===== src/rtl/seq_alu.sv =====
// Multi-cycle signed ALU with valid/ready handshakes: single-cycle logic/add ops,
// shift-add multiplier and (when SEQ_ALU_DIV_EN is defined) a restoring divider.
module seq_alu #(
  parameter int WIDTH = 16
) (
  input  logic               clk,
  input  logic               reset_n,
  input  logic               in_valid,
  output logic               in_ready,
  input  logic [3:0]         opcode,
  input  logic [WIDTH-1:0]   operand_a,
  input  logic [WIDTH-1:0]   operand_b,
  output logic               out_valid,
  input  logic               out_ready,
  output logic [2*WIDTH-1:0] result,
  output logic               carry,
  output logic               err
);

  localparam int CW = (WIDTH > 1) ? $clog2(WIDTH) : 1;

  localparam logic [3:0] OP_ADD = 4'h0;
  localparam logic [3:0] OP_SUB = 4'h1;
  localparam logic [3:0] OP_MUL = 4'h2;
  localparam logic [3:0] OP_DIV = 4'h3;
  localparam logic [3:0] OP_AND = 4'h4;
  localparam logic [3:0] OP_OR  = 4'h5;
  localparam logic [3:0] OP_XOR = 4'h6;
  localparam logic [3:0] OP_SHL = 4'h7;
  localparam logic [3:0] OP_SHR = 4'h8;
  localparam logic [3:0] OP_INC = 4'h9;
  localparam logic [3:0] OP_DEC = 4'hA;

  localparam logic [WIDTH:0]   ONE_X  = 1;
  localparam logic [WIDTH-1:0] SH_LIM = WIDTH'(WIDTH);

  typedef enum logic [2:0] {IDLE, MUL, DIV, FIX, DONE} state_e;

  state_e               state_q;
  logic [CW-1:0]        cnt_q;
  logic [2*WIDTH:0]     wk_q;
  logic [WIDTH-1:0]     mag_b_q;
  logic                 neg_res_q;
  logic [2*WIDTH-1:0]   result_q;
  logic                 carry_q;
  logic                 err_q;

  logic [WIDTH:0]       sum;
  logic [WIDTH-1:0]     sc_res;
  logic                 sc_carry;
  logic                 sc_err;
  logic [WIDTH-1:0]     a_mag;
  logic [WIDTH-1:0]     b_mag;
  logic [WIDTH:0]       mul_hi;
  logic [2*WIDTH:0]     mul_d;
  logic [2*WIDTH-1:0]   fix_d;

`ifdef SEQ_ALU_DIV_EN
  logic                 neg_rem_q;
  logic                 is_div_q;
  logic [WIDTH:0]       div_rs;
  logic                 div_ge;
  logic [WIDTH:0]       div_rem;
  logic [2*WIDTH:0]     div_d;
  logic [WIDTH-1:0]     quo;
  logic [WIDTH-1:0]     rem;
`endif

  assign in_ready  = (state_q == IDLE);
  assign out_valid = (state_q == DONE);
  assign result    = result_q;
  assign carry     = carry_q;
  assign err       = err_q;

  assign a_mag = operand_a[WIDTH-1] ? -operand_a : operand_a;
  assign b_mag = operand_b[WIDTH-1] ? -operand_b : operand_b;

  always_comb begin
    sum      = '0;
    sc_res   = '0;
    sc_carry = 1'b0;
    sc_err   = 1'b0;
    case (opcode)
      OP_ADD: begin
        sum      = {1'b0, operand_a} + {1'b0, operand_b};
        sc_res   = sum[WIDTH-1:0];
        sc_carry = sum[WIDTH];
      end
      OP_SUB: begin
        sum      = {1'b0, operand_a} + {1'b0, ~operand_b} + ONE_X;
        sc_res   = sum[WIDTH-1:0];
        sc_carry = sum[WIDTH];
      end
      OP_INC: begin
        sum      = {1'b0, operand_a} + ONE_X;
        sc_res   = sum[WIDTH-1:0];
        sc_carry = sum[WIDTH];
      end
      OP_DEC: begin
        sum      = {1'b0, operand_a} + {1'b0, {WIDTH{1'b1}}};
        sc_res   = sum[WIDTH-1:0];
        sc_carry = sum[WIDTH];
      end
      OP_AND:  sc_res = operand_a & operand_b;
      OP_OR:   sc_res = operand_a | operand_b;
      OP_XOR:  sc_res = operand_a ^ operand_b;
      OP_SHL:  sc_res = (operand_b >= SH_LIM) ? '0 : (operand_a << operand_b);
      OP_SHR:  sc_res = (operand_b >= SH_LIM) ? '0 : (operand_a >> operand_b);
      OP_MUL:  ;
`ifdef SEQ_ALU_DIV_EN
      OP_DIV:  ;
`endif
      default: sc_err = 1'b1;
    endcase
  end

  // Multiplier: low half holds the remaining multiplier bits, high half the partial sum.
  always_comb begin
    mul_hi = wk_q[2*WIDTH:WIDTH] + (wk_q[0] ? {1'b0, mag_b_q} : '0);
    mul_d  = {1'b0, mul_hi, wk_q[WIDTH-1:1]};
  end

`ifdef SEQ_ALU_DIV_EN
  // Divider: high half is the partial remainder, low half shifts dividend out / quotient in.
  always_comb begin
    div_rs  = {wk_q[2*WIDTH-1:WIDTH], wk_q[WIDTH-1]};
    div_ge  = (div_rs >= {1'b0, mag_b_q});
    div_rem = div_ge ? (div_rs - {1'b0, mag_b_q}) : div_rs;
    div_d   = {div_rem, wk_q[WIDTH-2:0], div_ge};
  end
`endif

  always_comb begin
    fix_d = neg_res_q ? -wk_q[2*WIDTH-1:0] : wk_q[2*WIDTH-1:0];
`ifdef SEQ_ALU_DIV_EN
    quo = neg_res_q ? -wk_q[WIDTH-1:0] : wk_q[WIDTH-1:0];
    rem = neg_rem_q ? -wk_q[2*WIDTH-1:WIDTH] : wk_q[2*WIDTH-1:WIDTH];
    if (is_div_q) fix_d = {rem, quo};
`endif
  end

  always_ff @(posedge clk or negedge reset_n) begin
    if (!reset_n) begin
      state_q   <= IDLE;
      cnt_q     <= '0;
      wk_q      <= '0;
      mag_b_q   <= '0;
      neg_res_q <= 1'b0;
      result_q  <= '0;
      carry_q   <= 1'b0;
      err_q     <= 1'b0;
`ifdef SEQ_ALU_DIV_EN
      neg_rem_q <= 1'b0;
      is_div_q  <= 1'b0;
`endif
    end else begin
      case (state_q)
        IDLE: begin
          if (in_valid) begin
            cnt_q   <= '0;
            carry_q <= 1'b0;
            err_q   <= 1'b0;
            if (opcode == OP_MUL) begin
              wk_q      <= {{(WIDTH+1){1'b0}}, a_mag};
              mag_b_q   <= b_mag;
              neg_res_q <= operand_a[WIDTH-1] ^ operand_b[WIDTH-1];
`ifdef SEQ_ALU_DIV_EN
              is_div_q  <= 1'b0;
`endif
              state_q   <= MUL;
`ifdef SEQ_ALU_DIV_EN
            end else if (opcode == OP_DIV) begin
              if (operand_b == '0) begin
                result_q <= '0;
                err_q    <= 1'b1;
                state_q  <= DONE;
              end else begin
                wk_q      <= {{(WIDTH+1){1'b0}}, a_mag};
                mag_b_q   <= b_mag;
                neg_res_q <= operand_a[WIDTH-1] ^ operand_b[WIDTH-1];
                neg_rem_q <= operand_a[WIDTH-1];
                is_div_q  <= 1'b1;
                state_q   <= DIV;
              end
`endif
            end else begin
              result_q <= {{WIDTH{sc_res[WIDTH-1]}}, sc_res};
              carry_q  <= sc_carry;
              err_q    <= sc_err;
              state_q  <= DONE;
            end
          end
        end
        MUL: begin
          wk_q <= mul_d;
          if (cnt_q == CW'(WIDTH-1)) begin
            cnt_q   <= '0;
            state_q <= FIX;
          end else begin
            cnt_q <= cnt_q + CW'(1);
          end
        end
`ifdef SEQ_ALU_DIV_EN
        DIV: begin
          wk_q <= div_d;
          if (cnt_q == CW'(WIDTH-1)) begin
            cnt_q   <= '0;
            state_q <= FIX;
          end else begin
            cnt_q <= cnt_q + CW'(1);
          end
        end
`endif
        FIX: begin
          result_q <= fix_d;
          state_q  <= DONE;
        end
        DONE: begin
          if (out_ready) state_q <= IDLE;
        end
        default: state_q <= IDLE;
      endcase
    end
  end

endmodule

===== config.mk =====
export PLATFORM = sky130hd
export DESIGN_NAME = seq_alu
export DESIGN_NICKNAME = d
export VERILOG_FILES = /design/src/rtl/seq_alu.sv
export SDC_FILE = /design/constraint.sdc
export NUM_CORES = 1
export LEC_CHECK = 0
export ABC_AREA = 1
export CORE_MARGIN = 2
export CORE_UTILIZATION = 65
export DETAILED_ROUTE_END_ITERATION = 7
export GPL_ROUTABILITY_DRIVEN = 0
export PLACE_DENSITY = 0.87
export SYNTH_ARGS = -nofsm -noshare
export SYNTH_HDL_FRONTEND = slang
export SYNTH_SLANG_ARGS = --single-unit

===== constraint.sdc =====
create_clock -name clk -period 6.8 [get_ports clk]
set_input_delay 1.02 -clock clk [delete_from_list [all_inputs] [get_ports clk]]
set_output_delay 1.02 -clock clk [all_outputs]
set_load 0.02 [all_outputs]

==> impl_metrics.yaml <==
run_status:
  outcome: "complete, no violations"
final_layout:
  nets: 1912
  area_growth_pct: 10.1
  fin_area_sq_mm: 0.0119
  drive_above_1_share_pct: 4.38
  fillers: 1446
  layout_commonest_cell: "nand2_1"
  final_cell_mix: "433 x nand2_1, 228 x nor2_1, 180 x inv_1, 155 x nand3_1, 151 x a21oi_1"
  antenna_cells: 0
clock_tree:
  cts_root_buffer: "clkbuf_16"
  path_clk_slew_ns: 0.07
  cts_tree: "yes"
  cts_max_level: 3
  clock-sinks: 90
  cts_resized: 0
  post_cts_buffers: 0
  cts_made_buffers: 9
  clkLatencyLatePin_ns: 0.35
  cts_hold_buffers: 0
  cts_buffer_depth: 2
route:
  drc: 0
  viasPerCell: 6.42
  drt_wl_total_microns: 38500
  vias: 13000
  ant_nets: 0
  wl_per_cell_microns: 19.0
  first_pass_iters: 7
  drtIter0Drc: 2038
timing:
  clock_skew_ns: 0.00879
  tns_ns: 0
  worst_pin_slew_ns: 1.17
  setup_viol: 0
  fmax_ghz: 0.231
  period_needed_ns: 4.32
  rsz0062_at_grt: "no"
  timing.slew.headroom_pct: 21.7
  fin_crit_sh_pct: 63.5
  finalMaxSlewViolations: 0
  hold_violations: 0
pwr:
  switching_share_pct: 47.4
  power_density_mw_per_mm2: 263
  finalPower_w: 0.00312
  power_frac_comb_pct: 51.0
  irDropWorstVdd_uv: 189
  p_int_w: 0.00164
  clock_power_share_pct: 17.8
  power.leakage_nw: 5.67
  p_sw_w: 0.00148
  pwr-share-seq_pct: 31.2
worst_setup_path:
  cp_top_family: "simple AND/OR/NAND/NOR gates"
  path_class: "in2reg"
  worstPathArrival_ns: 4.60
  cp_slowest_stage_delay_ns: 0.68
  critPathSlowestCell: "clkdlybuf4s50_1"
  cpMostUsedCell: "nand2_1"
  critPathMaxFanout: 24
  end_kind: "register"
  critPathBufInv: 1
  crit_required_ns: 7.08
  crit_chain: "clkdlybuf4s50_1 > nor2_1 > nand2_2 > nor2_4 > nand3_1 > nand2_1 > nand2_1 > o21ai_0 > nand2_1 > o21ai_0 > nand2_1 > nand4_1 > nand2_1 > a21oi_1"
  startpoint_type: "primary input"
place:
  io_buffers: 75
  hpwlAfterDp_microns: 28900
  place_area_sq_mm: 0.0115
yosys:
  yosysSeqAreaShare_pct: 20.9
  synthesis.instances: 1786
  syn_area_per_cell_sq_um: 6.03
  synth_warnings: 0
  synth_edf_count: 0
  synth_seq_cells: 90
  yosysUniqueCellTypes: 49
  syn-cell-area_sq_mm: 0.0108
  syn-num-nets: 1898
  synth-main-ff-cell: "dfrtp_1"
  async_reset_ff_share_pct: 100
floorplanning:
  ios: 76
  start_util_pct: 65.6
  die-height_microns: 133
  rows: 47
  fp.dieW_microns: 133
  fp.coreArea_sq_mm: 0.0164
  die_area_sq_mm: 0.0176
grt:
  antenna_found_initial: 0
  grt_pass1_wl_microns: 60500
  overflow: 0
  grtUsageTotal_pct: 43.0
  grt_max_degree: 85
  grt_pass1_vias: 11400
flow_run:
  cap_viol_max_count: 0
min_path:
  hold_class: "in2async"
## per-layer routing
layer	vias up	routed length [microns]	global-route usage (%)
met2	1006	16300	65.8
li1	5984	-	-
met4	0	2930	26.9
met5	-	0	0
met3	237	5090	9.54
met1	5770	14100	55.2
## kinds of logic after synthesis
kind of cell	Yosys count	share of synthesized area, %
xor+xnor	36	2.93
compound gates	380	19.9
fa+ha+maj	72	8.58
buf+inv	270	9.96
simple gates	938	37.8
flops	90	20.9
## cell usage after synthesis (4+ instances only)
cell | n | share of area (%)
nor4_1 | 5 | 0.29
buf_1 | 9 | 0.31
o211ai_1 | 20 | 1.4
nor2_4 | 4 | 0.42
xor2_1 | 34 | 2.8
a21oi_1 | 151 | 7.0
clkinv_1 | 6 | 0.21
o21ai_1 | 5 | 0.23
or2_2 | 6 | 0.35
o21bai_1 | 5 | 0.35
o21ai_0 | 131 | 6.1
nand3_1 | 155 | 7.2
nand4_1 | 41 | 2.4
clkbuf_1 | 45 | 1.6
o2111ai_1 | 9 | 0.73
buf_2 | 23 | 1.1
a21oi_2 | 10 | 0.81
buf_4 | 4 | 0.28
a21o_1 | 5 | 0.35
o22ai_1 | 18 | 1.0
nand3b_1 | 6 | 0.42
a31oi_1 | 8 | 0.46
nand2_1 | 433 | 15
inv_1 | 180 | 6.3
dfrtp_1 | 90 | 21
nand2_2 | 7 | 0.41
ha_1 | 69 | 8.0
nor2_1 | 230 | 8.0
nand3_2 | 9 | 0.84
nor3_1 | 33 | 1.5
a211oi_1 | 4 | 0.28
## power groups by stage
stage / sequential, W / combinational (W) / clock [W]
after global placement: 0.000958 / 0.00150 / 0
after global routing: 0.000994 / 0.00174 / 0.000579
after floorplan: 0.000964 / 0.00102 / 0
after detailed placement: 0.000964 / 0.00153 / 0
final: 0.000971 / 0.00159 / 0.000556
after CTS: 0.000958 / 0.00155 / 0.000554
## per-stage QoR
stage,cells,hold slack [ns],setup WS (ns),util [%]
after floorplan,1786,0.471,3.43,-
after global placement,2009,0.477,2.40,70.2
after detailed placement,2009,0.487,2.37,70.2
after CTS,2025,0.469,2.71,72.2
after global routing,2025,0.477,2.14,72.2
final,2025,0.466,2.48,72.2
## final timing paths
kind                          startpoint          to  slack [ns]  cells past startpoint
max in group asynchronous        reset_n  mag_b_q[3]        5.12                      2
hold / removal                   reset_n    cnt_q[3]        0.47                      1
setup / recovery           operand_b[10]   result[5]        2.48                     14
setup reg to reg              state_q[2]  result[13]        3.03                      9
hold reg to reg                      err         err        0.50                      2
min in group clk                     err         err        0.50                      2
## final cells by class
type	count	area (sq um)	share of cell area, %
inverter	187	702	5.92
tap	220	275	2.32
sequential	90	2250	19.0
clock buffer	9	225	1.90
clock inverter	7	110	0.929
multi-input combinational	1426	7460	62.9
timing repair buffer	86	831	7.01
## worst register-to-register path, cell delays in order (launching register included)
cell and delay, ns:
dfrtp_1 0.39, inv_1 0.07, nand3_1 0.08, buf_4 0.31, clkinv_1 0.74, nor2_2 0.30, buf_4 0.37, clkinv_1 0.88
nor2_1 0.41, a21oi_1 0.08
## flip-flops by register name, indices dropped and copies added, names as in the netlist
name       cells
carry          1
neg_res_q      1
state_q        3
cnt_q          4
err            1
wk_q          32
result        32
mag_b_q       16
(Power assumes the default switching activity.)
